===== config.mk =====
export PLATFORM = sky130hd
export DESIGN_NAME = iter_result_sink
export DESIGN_NICKNAME = d
export VERILOG_FILES = /design/src/rtl/iter_result_sink_pkg.sv /design/src/rtl/iter_result_fifo.sv /design/src/rtl/iter_result_sink.sv
export SDC_FILE = /design/constraint.sdc
export NUM_CORES = 1
export LEC_CHECK = 0
export BUFFER_PORTS_ARGS = -buffer_cell sky130_fd_sc_hd__buf_2
export CAP_MARGIN = 30
export CORE_MARGIN = 2
export CORE_UTILIZATION = 40
export DETAILED_ROUTE_END_ITERATION = 10
export PLACE_DENSITY_LB_ADDON = 0.12
export SLEW_MARGIN = 25
export SYNTH_ARGS = -nofsm -noshare
export SYNTH_HDL_FRONTEND = slang
export SYNTH_SLANG_ARGS = --single-unit

===== constraint.sdc =====
create_clock -name clk -period 4.87 [get_ports clk]
set_clock_uncertainty 0.2 [all_clocks]
set_input_delay 0.7305 -clock clk [delete_from_list [all_inputs] [get_ports clk]]
set_output_delay 0.7305 -clock clk [all_outputs]
set_load 0.05 [all_outputs]

===== src/rtl/iter_result_sink_pkg.sv =====
// iter_result_sink_pkg: run-length and FSM state encodings shared with the recurrence stage
package iter_result_sink_pkg;
    localparam int N_ITER_DEFAULT = 100;
    typedef enum logic {IDLE = 1'b0, RUN = 1'b1} state_t;
endpackage


===== src/rtl/iter_result_fifo.sv =====
// iter_result_fifo: 2-entry FIFO with head at entry 0, simultaneous push/pop
module iter_result_fifo #(
    parameter int W = 33
) (
    input  logic         clk,
    input  logic         rst,
    input  logic         push,
    input  logic [W-1:0] din,
    input  logic         pop,
    output logic [W-1:0] dout,
    output logic         full,
    output logic         empty
);
    logic [W-1:0] mem0_q, mem0_d, mem1_q, mem1_d;
    logic [1:0]   count_q, count_d, cp;
    logic         pop_ok, push_ok;
    always_comb begin
        pop_ok  = pop && !empty;
        push_ok = push && (!full || pop_ok);
        cp      = count_q - {1'b0, pop_ok};
        count_d = cp + {1'b0, push_ok};
        mem0_d  = (push_ok && cp == 2'd0) ? din : (pop_ok ? mem1_q : mem0_q);
        mem1_d  = (push_ok && cp == 2'd1) ? din : mem1_q;
    end
    always_ff @(posedge clk) begin
        if (rst) begin
            count_q <= '0;
            mem0_q  <= '0;
            mem1_q  <= '0;
        end else begin
            count_q <= count_d;
            mem0_q  <= mem0_d;
            mem1_q  <= mem1_d;
        end
    end
    assign dout  = mem0_q;
    assign full  = count_q == 2'd2;
    assign empty = count_q == 2'd0;
endmodule


===== src/rtl/iter_result_sink.sv =====
// iter_result_sink: tracks one upstream run of N_ITER iterations and queues its final iterate
module iter_result_sink
    import iter_result_sink_pkg::*;
#(
    parameter int W      = 32,
    parameter int N_ITER = N_ITER_DEFAULT
) (
    input  logic         clk,
    input  logic         rst,
    input  logic         start,
    input  logic [W-1:0] y,
    output logic         busy,
    output logic         out_valid,
    input  logic         out_ready,
    output logic [W-1:0] out_data,
    output logic         out_ovf,
    output logic         drop
);
    localparam int CW = $clog2(N_ITER);
    localparam logic [CW-1:0] LAST = CW'(N_ITER - 1);
    state_t        state_q, state_d;
    logic [CW-1:0] cnt_q, cnt_d;
    logic          run_ovf_q, run_ovf_d, drop_q, drop_d;
    logic          push, full, empty;
    always_comb begin
        push      = state_q == RUN && cnt_q == LAST;
        state_d   = state_q == IDLE ? (start ? RUN : IDLE) : (push ? IDLE : RUN);
        cnt_d     = state_q == RUN ? cnt_q + CW'(1) : '0;
        // MSB set before the last iteration means the next doubling wraps
        run_ovf_d = state_q == RUN ? (run_ovf_q || (y[W-1] && cnt_q != LAST)) : 1'b0;
        drop_d    = drop_q || (push && full && !out_ready);
    end
    always_ff @(posedge clk) begin
        if (rst) begin
            state_q   <= IDLE;
            cnt_q     <= '0;
            run_ovf_q <= 1'b0;
            drop_q    <= 1'b0;
        end else begin
            state_q   <= state_d;
            cnt_q     <= cnt_d;
            run_ovf_q <= run_ovf_d;
            drop_q    <= drop_d;
        end
    end
    iter_result_fifo #(.W(W + 1)) u_fifo (
        .clk   (clk),
        .rst   (rst),
        .push  (push),
        .din   ({y, run_ovf_q}),
        .pop   (out_ready),
        .dout  ({out_data, out_ovf}),
        .full  (full),
        .empty (empty)
    );
    assign busy      = state_q == RUN;
    assign out_valid = !empty;
    assign drop      = drop_q;
endmodule


==> results of run 1 <==
## cell type report
| class | instances | area [µm²] |
|---|---|---|
| well taps | 102 | 128 |
| clock buffers | 11 | 141 |
| fillers | 763 | 3950 |
| inverters | 4 | 15.0 |
| multi-input cells | 245 | 1450 |
| clock inverters | 4 | 47.5 |
| repair buffers | 75 | 393 |
| flip-flops and latches | 78 | 1560 |
## power groups by stage
stage,Combinational (mW),Sequential [mW],Clock (mW)
finish,0.111,0.646,0.475
global route,0.121,0.648,0.519
CTS,0.113,0.646,0.489
detailed placement,0.113,0.661,0
global placement,0.113,0.661,0
floorplan,0.0840,0.662,0
## routing by layer
| layer | global-route usage, % | wire length, µm | up-vias |
|---|---|---|---|
| met4 | 7.72 | 102 | 0 |
| met3 | 3.42 | 350 | 9 |
| li1 | - | - | 1332 |
| met1 | 22.4 | 3280 | 1166 |
| met2 | 24.8 | 3050 | 55 |
| met5 | 0 | 0 | - |
## flip-flops by register name, indices dropped and copies added, names as in the netlist
name and flops:
u_fifo.dout 33, u_fifo.mem1_q 33, cnt_q 7, u_fifo.count_q 2, busy 1, drop 1, run_ovf_q 1
## final timing paths
check,start,endpoint,slack (ns),cells after the start
max,u_fifo.count_q[1]$_SDFF_PP0_,u_fifo.dout[21]$_SDFFE_PP0P_,1.64,9
min,u_fifo.mem1_q[32]$_SDFFE_PP0P_,u_fifo.mem1_q[32]$_SDFFE_PP0P_,0.25,2
max reg2reg,u_fifo.count_q[1]$_SDFF_PP0_,u_fifo.dout[21]$_SDFFE_PP0P_,1.64,9
min reg2reg,u_fifo.mem1_q[32]$_SDFFE_PP0P_,u_fifo.mem1_q[32]$_SDFFE_PP0P_,0.25,2
## cells in the final DEF (no fill, tap or decap)
cell type	Yosys	layout
nor4b_4	1	1
xor2_1	3	3
nand2b_1	1	1
buf_8	0	1
and4_1	2	2
and4b_1	1	1
dfxtp_1	78	78
o211ai_1	1	1
nand2_1	68	68
o211ai_4	0	1
nor2b_1	1	1
a31oi_1	1	1
buf_2	12	71
a211oi_1	33	33
nor3_1	1	1
ha_1	3	3
inv_1	4	4
a21boi_0	1	1
xnor2_1	2	2
nand2_4	1	1
clkbuf_1	11	1
buf_4	0	3
a21oi_1	36	36
mux2i_1	33	33
clkinvlp_4	0	1
or3_1	2	2
clkinv_2	0	2
o211a_1	2	2
clkbuf_8	0	10
nor2_1	44	44
or2_2	1	1
bufinv_16	0	1
o21ai_0	2	2
nand3_1	4	4
## critical path, cell delays in order (launching register included)
cell      delay [ns]
dfxtp_1         0.36
or2_2           0.32
nand2_4         0.46
inv_1           0.10
ha_1            0.24
o211a_1         0.19
o211ai_4        0.43
buf_4           0.52
nor2_1          0.08
a211oi_1        0.22
## kinds of logic (layout without fill, tap and decap cells)
logic type,Yosys count,in the layout,share of synthesized area [%]
XOR/XNOR,5,5,1.39
flip-flops,78,78,49.5
AND/OR/NAND/NOR,127,127,17.1
multiplexers,33,33,10.5
buffers and inverters,30,94,4.76
AO/OA/AOI/OAI,77,77,15.6
adder cells (fa/ha/maj),3,3,1.19
## metrics by stage
step | hold slack (ns) | setup WS (ns) | util [%]
finish | 0.252 | 1.64 | 48.6
floorplan | 0.230 | 2.24 | -
detailed placement | 0.243 | 1.43 | 46.2
CTS | 0.253 | 1.59 | 48.6
global route | 0.269 | 1.29 | 48.6
global placement | 0.237 | 1.42 | 46.0
==> impl_metrics.py, run 1 <==
metrics = {
    "sta": {
        "hold_viol": 0,
        "rsz0062_at_grt": "no",
        "slew_headroom_pct": 58.3,
        "clock.fmax_mhz": 309,
        "tns_ns": 0,
        "worstMarginPinSlew_ns": 0.626,
        "period_share_pct": 66.4,
        "period_minus_slack_ns": 3.23,
        "finalMaxSlewViolations": 0,
        "setup_viol_count_final": 0,
    },
    "synth": {
        "async_flop_share_pct": 0,
        "synth_nets": 392,
        "syn_inst": 353,
        "syn_avg_cell_area_um2": 8.94,
        "yosysMostFrequentCell": "dfxtp_1",
        "yosysWarnings": 0,
        "synth_largest_area_cell": "dfxtp_1",
        "syn_area_um2": 3150,
        "synth_seq_cells": 78,
        "synth_top_area_share_pct": 49.5,
        "synth_edf_count": 0,
        "ys.flop_type": "dfxtp_1",
        "synth_common_cells": "dfxtp_1 (78), nand2_1 (68), nor2_1 (44)",
        "synth.area.top_cells": "dfxtp_1 (50%), mux2i_1 (10%), nand2_1 (8.1%)",
        "ys_types": 29,
        "seq_area_frac_synth_pct": 49.5,
    },
    "layout": {
        "syn_to_final_growth_pct": 18.5,
        "final_area_um2": 3740,
        "final_cells": 519,
        "drive_gt1_share_pct": 22.3,
        "diodes": 0,
        "fin_nets": 452,
    },
    "grt": {
        "grt_usage_pct": 16.4,
        "grt_start_max_net_pins": 58,
        "overflow": 0,
        "grt_pass1_wl_mm": 11.2,
        "grt_pass1_vias": 2323,
        "antenna_found_initial": 0,
    },
    "clock_tree": {
        "root_buffer": "clkbuf_8",
        "clk-insertion-delay-late_ns": 0.34,
        "ctsHoldBuffers": 0,
        "clockBufferDepth": 2,
        "cts_tree": "built",
        "cts_buffers": 9,
        "post_cts_buffers": 0,
        "htree_num_levels": 3,
        "clk_pin_slew_worst_paths_ns": 0.08,
        "cts_sinks": 78,
        "ctsResizeCount": 0,
    },
    "power_and_ir_drop": {
        "p_sw_uw": 302,
        "p_int_uw": 930,
        "swShare_pct": 24.5,
        "power_mw": 1.23,
        "p_leak_nw": 1.72,
        "powerDensity_nw_per_um2": 330,
        "combPwrFrac_pct": 9.0,
        "sequentialPowerShare_pct": 52.4,
        "clkPwrFrac_pct": 38.6,
        "vdd_ir_drop_max_uv": 139,
    },
    "route": {
        "avgRoutedWirePerCell_um": 13.1,
        "wl_mm": 6.78,
        "drt_drc_violations_left": 0,
        "ant_nets": 0,
        "via_per_inst": 4.94,
        "num_vias": 2562,
        "drt_first_pass_iters": 4,
        "drt_iter0_drc": 137,
    },
    "floorplanning": {
        "dieWidth_um": 92.8,
        "die_area_um2": 8610,
        "io_pins": 72,
        "die_y_um": 92.8,
        "std_cell_rows": 32,
        "core_area_um2": 7690,
        "start_util_pct": 41.0,
    },
    "critical_path": {
        "critical_path_class": "register to register",
        "arrival_ns": 3.29,
        "crit_required_ns": 4.93,
        "startpoint_type": "register",
        "cp-end-kind": "register",
        "crit_path_max_fanout": 50,
    },
    "worst_hold_path": {
        "hold_class": "register to register",
    },
    "placement": {
        "io_buffers": 71,
        "gp_congestion": 0.725,
        "dp_cells": 504,
        "dpl.hpwl_mm": 4.26,
        "dpl_cell_area_um2": 3550,
    },
    "run": {
        "max-cap-violations": 0,
    },
    "run_status": {
        "status": "complete, no violations",
    },
}
(Power assumes the default switching activity.)
==> run 2, diff against run 1 <==
--- a/config.mk
+++ b/config.mk
@@ -5,6 +5,7 @@
 export SDC_FILE = /design/constraint.sdc
 export NUM_CORES = 1
 export LEC_CHECK = 0
+export ABC_AREA = 1
 export BUFFER_PORTS_ARGS = -buffer_cell sky130_fd_sc_hd__buf_2
 export CAP_MARGIN = 30
 export CORE_MARGIN = 2
==> constraint.sdc (replaced) <==
create_clock -name clk -period 3.15 [get_ports clk]
set_clock_uncertainty 0.2 [all_clocks]
set_input_delay 0.4725 -clock clk [delete_from_list [all_inputs] [get_ports clk]]
set_output_delay 0.4725 -clock clk [all_outputs]
set_load 0.05 [all_outputs]
==> run 2 against run 1 <==
Global-route usage rose by 3.1 points. Hold slack got worse by 0.083 ns. Critical path type unchanged. Cell count up 31%. Sequential power up 54%. Combinational power is 100% higher. Via count is 31% higher. Core utilization down 0.15 points.
==> impl_metrics.py, run 2 <==
metrics = {
    "run_status": {
        "status": "complete, no violations",
    },
    "route": {
        "ant_nets": 0,
        "wl_mm": 8.94,
        "avgRoutedWirePerCell_um": 13.2,
        "via_per_inst": 4.93,
        "drt_first_pass_iters": 4,
        "num_vias": 3348,
        "drt_iter0_drc": 166,
        "drt_drc_violations_left": 0,
    },
    "synth": {
        "async_flop_share_pct": 0,
        "synth_edf_count": 0,
        "synthAdderAreaFrac_pct": 1.06,
        "synth_top_family_by_area": "simple AND/OR/NAND/NOR gates",
        "syn_avg_cell_area_um2": 6.92,
        "muxShareOfSynthArea_pct": 0,
        "synth_xor_xnor_area_share_pct": 0,
        "yosys.area_share.simple_pct": 32.7,
        "synth_compound_area_share_pct": 11.2,
        "synth_largest_area_cell": "dfxtp_1",
        "syn_inst": 511,
        "synth_seq_cells": 78,
        "seq_area_frac_synth_pct": 44.1,
        "yosysMostFrequentCell": "nand2_1",
        "yosysWarnings": 0,
        "ys_types": 25,
        "synth_top_area_share_pct": 44.1,
        "synth.area.top_cells": "dfxtp_1 (44%), nand2_1 (12%), nor2_1 (8.1%)",
        "syn_area_um2": 3540,
        "synth_nets": 550,
        "synth_common_cells": "nand2_1 (110), dfxtp_1 (78), nor2_1 (76)",
        "ys.flop_type": "dfxtp_1",
    },
    "clock_tree": {
        "cts_buffers": 9,
        "htree_num_levels": 3,
        "cts_tree": "built",
        "ctsHoldBuffers": 0,
        "clockBufferDepth": 2,
        "post_cts_buffers": 0,
        "clk-insertion-delay-late_ns": 0.35,
        "clk_pin_slew_worst_paths_ns": 0.08,
        "cts_sinks": 78,
        "ctsResizeCount": 0,
        "root_buffer": "clkbuf_8",
    },
    "critical_path": {
        "critical_path_class": "register to register",
        "path_cells": "ha_1, inv_1, nor2_2, nand3_2, nor2_4, nand3_2, buf_12, nand2_1, nand2_1, a21oi_1",
        "reg2reg_slack_ns": 0.88,
        "arrival_ns": 2.35,
        "crit_path_max_fanout": 60,
        "cp_slowest_cell": "dfxtp_1",
        "max_stage_delay_ns": 0.35,
        "startpoint_type": "register",
        "crit_required_ns": 3.23,
        "cp-end-kind": "register",
    },
    "sta": {
        "setup_viol_count_final": 0,
        "period_share_pct": 72.1,
        "rsz0062_at_grt": "no",
        "clock.fmax_mhz": 440,
        "worstMarginPinSlew_ns": 0.606,
        "hold_viol": 0,
        "finalMaxSlewViolations": 0,
        "tns_ns": 0,
        "period_minus_slack_ns": 2.27,
        "slew_headroom_pct": 59.6,
    },
    "grt": {
        "grt_usage_pct": 19.5,
        "grt_pass1_wl_mm": 15.4,
        "grt_start_max_net_pins": 61,
        "use_met2_pct": 33.0,
        "overflow": 0,
        "grt_util_met1_pct": 24.7,
        "antenna_found_initial": 0,
        "grt_pass1_vias": 3299,
        "grt_busiest_layer": "met2",
        "met3_usage_pct": 3.87,
    },
    "layout": {
        "final_area_um2": 4190,
        "drive_gt1_share_pct": 18.0,
        "utilization_pct": 48.5,
        "diodes": 0,
        "fin_nets": 606,
        "final_common_cell": "nand2_1",
        "syn_to_final_growth_pct": 18.3,
        "layout_common_cells": "nand2_1 (110), dfxtp_1 (78), nor2_1 (76), buf_2 (71), inv_1 (49)",
    },
    "placement": {
        "gp_congestion": 0.764,
        "dpl.hpwl_mm": 5.50,
        "io_buffers": 71,
        "dpl_cell_area_um2": 3920,
    },
    "power_and_ir_drop": {
        "p_leak_nw": 2.03,
        "vdd_ir_drop_max_uv": 237,
        "powerDensity_nw_per_um2": 520,
        "power_mw": 2.18,
    },
    "floorplanning": {
        "die_y_um": 98.1,
        "core_area_um2": 8640,
        "dieWidth_um": 98.1,
        "start_util_pct": 41.0,
        "std_cell_rows": 34,
        "io_pins": 72,
        "die_area_um2": 9610,
    },
    "worst_hold_path": {
        "hold_class": "input pin to register",
    },
    "run": {
        "max-cap-violations": 0,
    },
}
## run 2: worst max-delay path: cells and delay by family, from the launching register on
kind	cells	cell delay (ns)
simple gates	6	0.98
buf+inv	2	0.34
fa+ha+maj	1	0.18
flops	1	0.35
compound gates	1	0.13
## run 2: where the power goes
group	leakage, nW	switching, mW	total, mW	internal (mW)
combinational	1.28	0.173	0.225	0.0513
sequential	0.629	0.00279	0.993	0.990
clock	0.124	0.355	0.958	0.603
total	2.03	0.531	2.18	1.65
## run 2: per-stage QoR
| stage | setup slack, ns | instances | hold slack (ns) |
|---|---|---|---|
| CTS | 0.858 | 678 | 0.152 |
| detailed placement | 0.822 | 663 | 0.242 |
| floorplan | 0.426 | 511 | 0.218 |
| finish | 0.879 | 679 | 0.168 |
| global route | 0.626 | 679 | 0.163 |
| global placement | 0.868 | 663 | 0.230 |
## run 2: path summary, 6_finish.rpt
check                       from                            end  cells past startpoint
max          cnt_q[0]$_SDFF_PP0_   u_fifo.dout[32]$_SDFFE_PP0P_                     10
min                         y[5]  u_fifo.mem1_q[6]$_SDFFE_PP0P_                      3
max reg2reg  cnt_q[0]$_SDFF_PP0_   u_fifo.dout[32]$_SDFFE_PP0P_                     10
min reg2reg  cnt_q[0]$_SDFF_PP0_            cnt_q[0]$_SDFF_PP0_                      1
## run 2: metal layers
layer  wire [µm]  part of all wire (%)  up-vias
met2        4110                    46       75
li1            -                     -     1763
met5           0                     0        -
met3         477                   5.3        9
met4         104                   1.2        0
met1        4240                    47     1501
## run 2: cell type report
class / count / area, µm²
sequential: 78 / 1560
multi-input combinational: 345 / 1600
clock inverter: 4 / 120
fill: 911 / 4450
timing repair buffer: 80 / 443
inverter: 53 / 199
clock buffer: 11 / 131
tap: 108 / 135
## run 2: logic make-up (layout without fill, tap and decap cells)
logic type | after synthesis | in the layout
compound gates | 78 | 78
buf+inv | 88 | 148
flops | 78 | 78
fa+ha+maj | 3 | 3
simple gates | 264 | 264
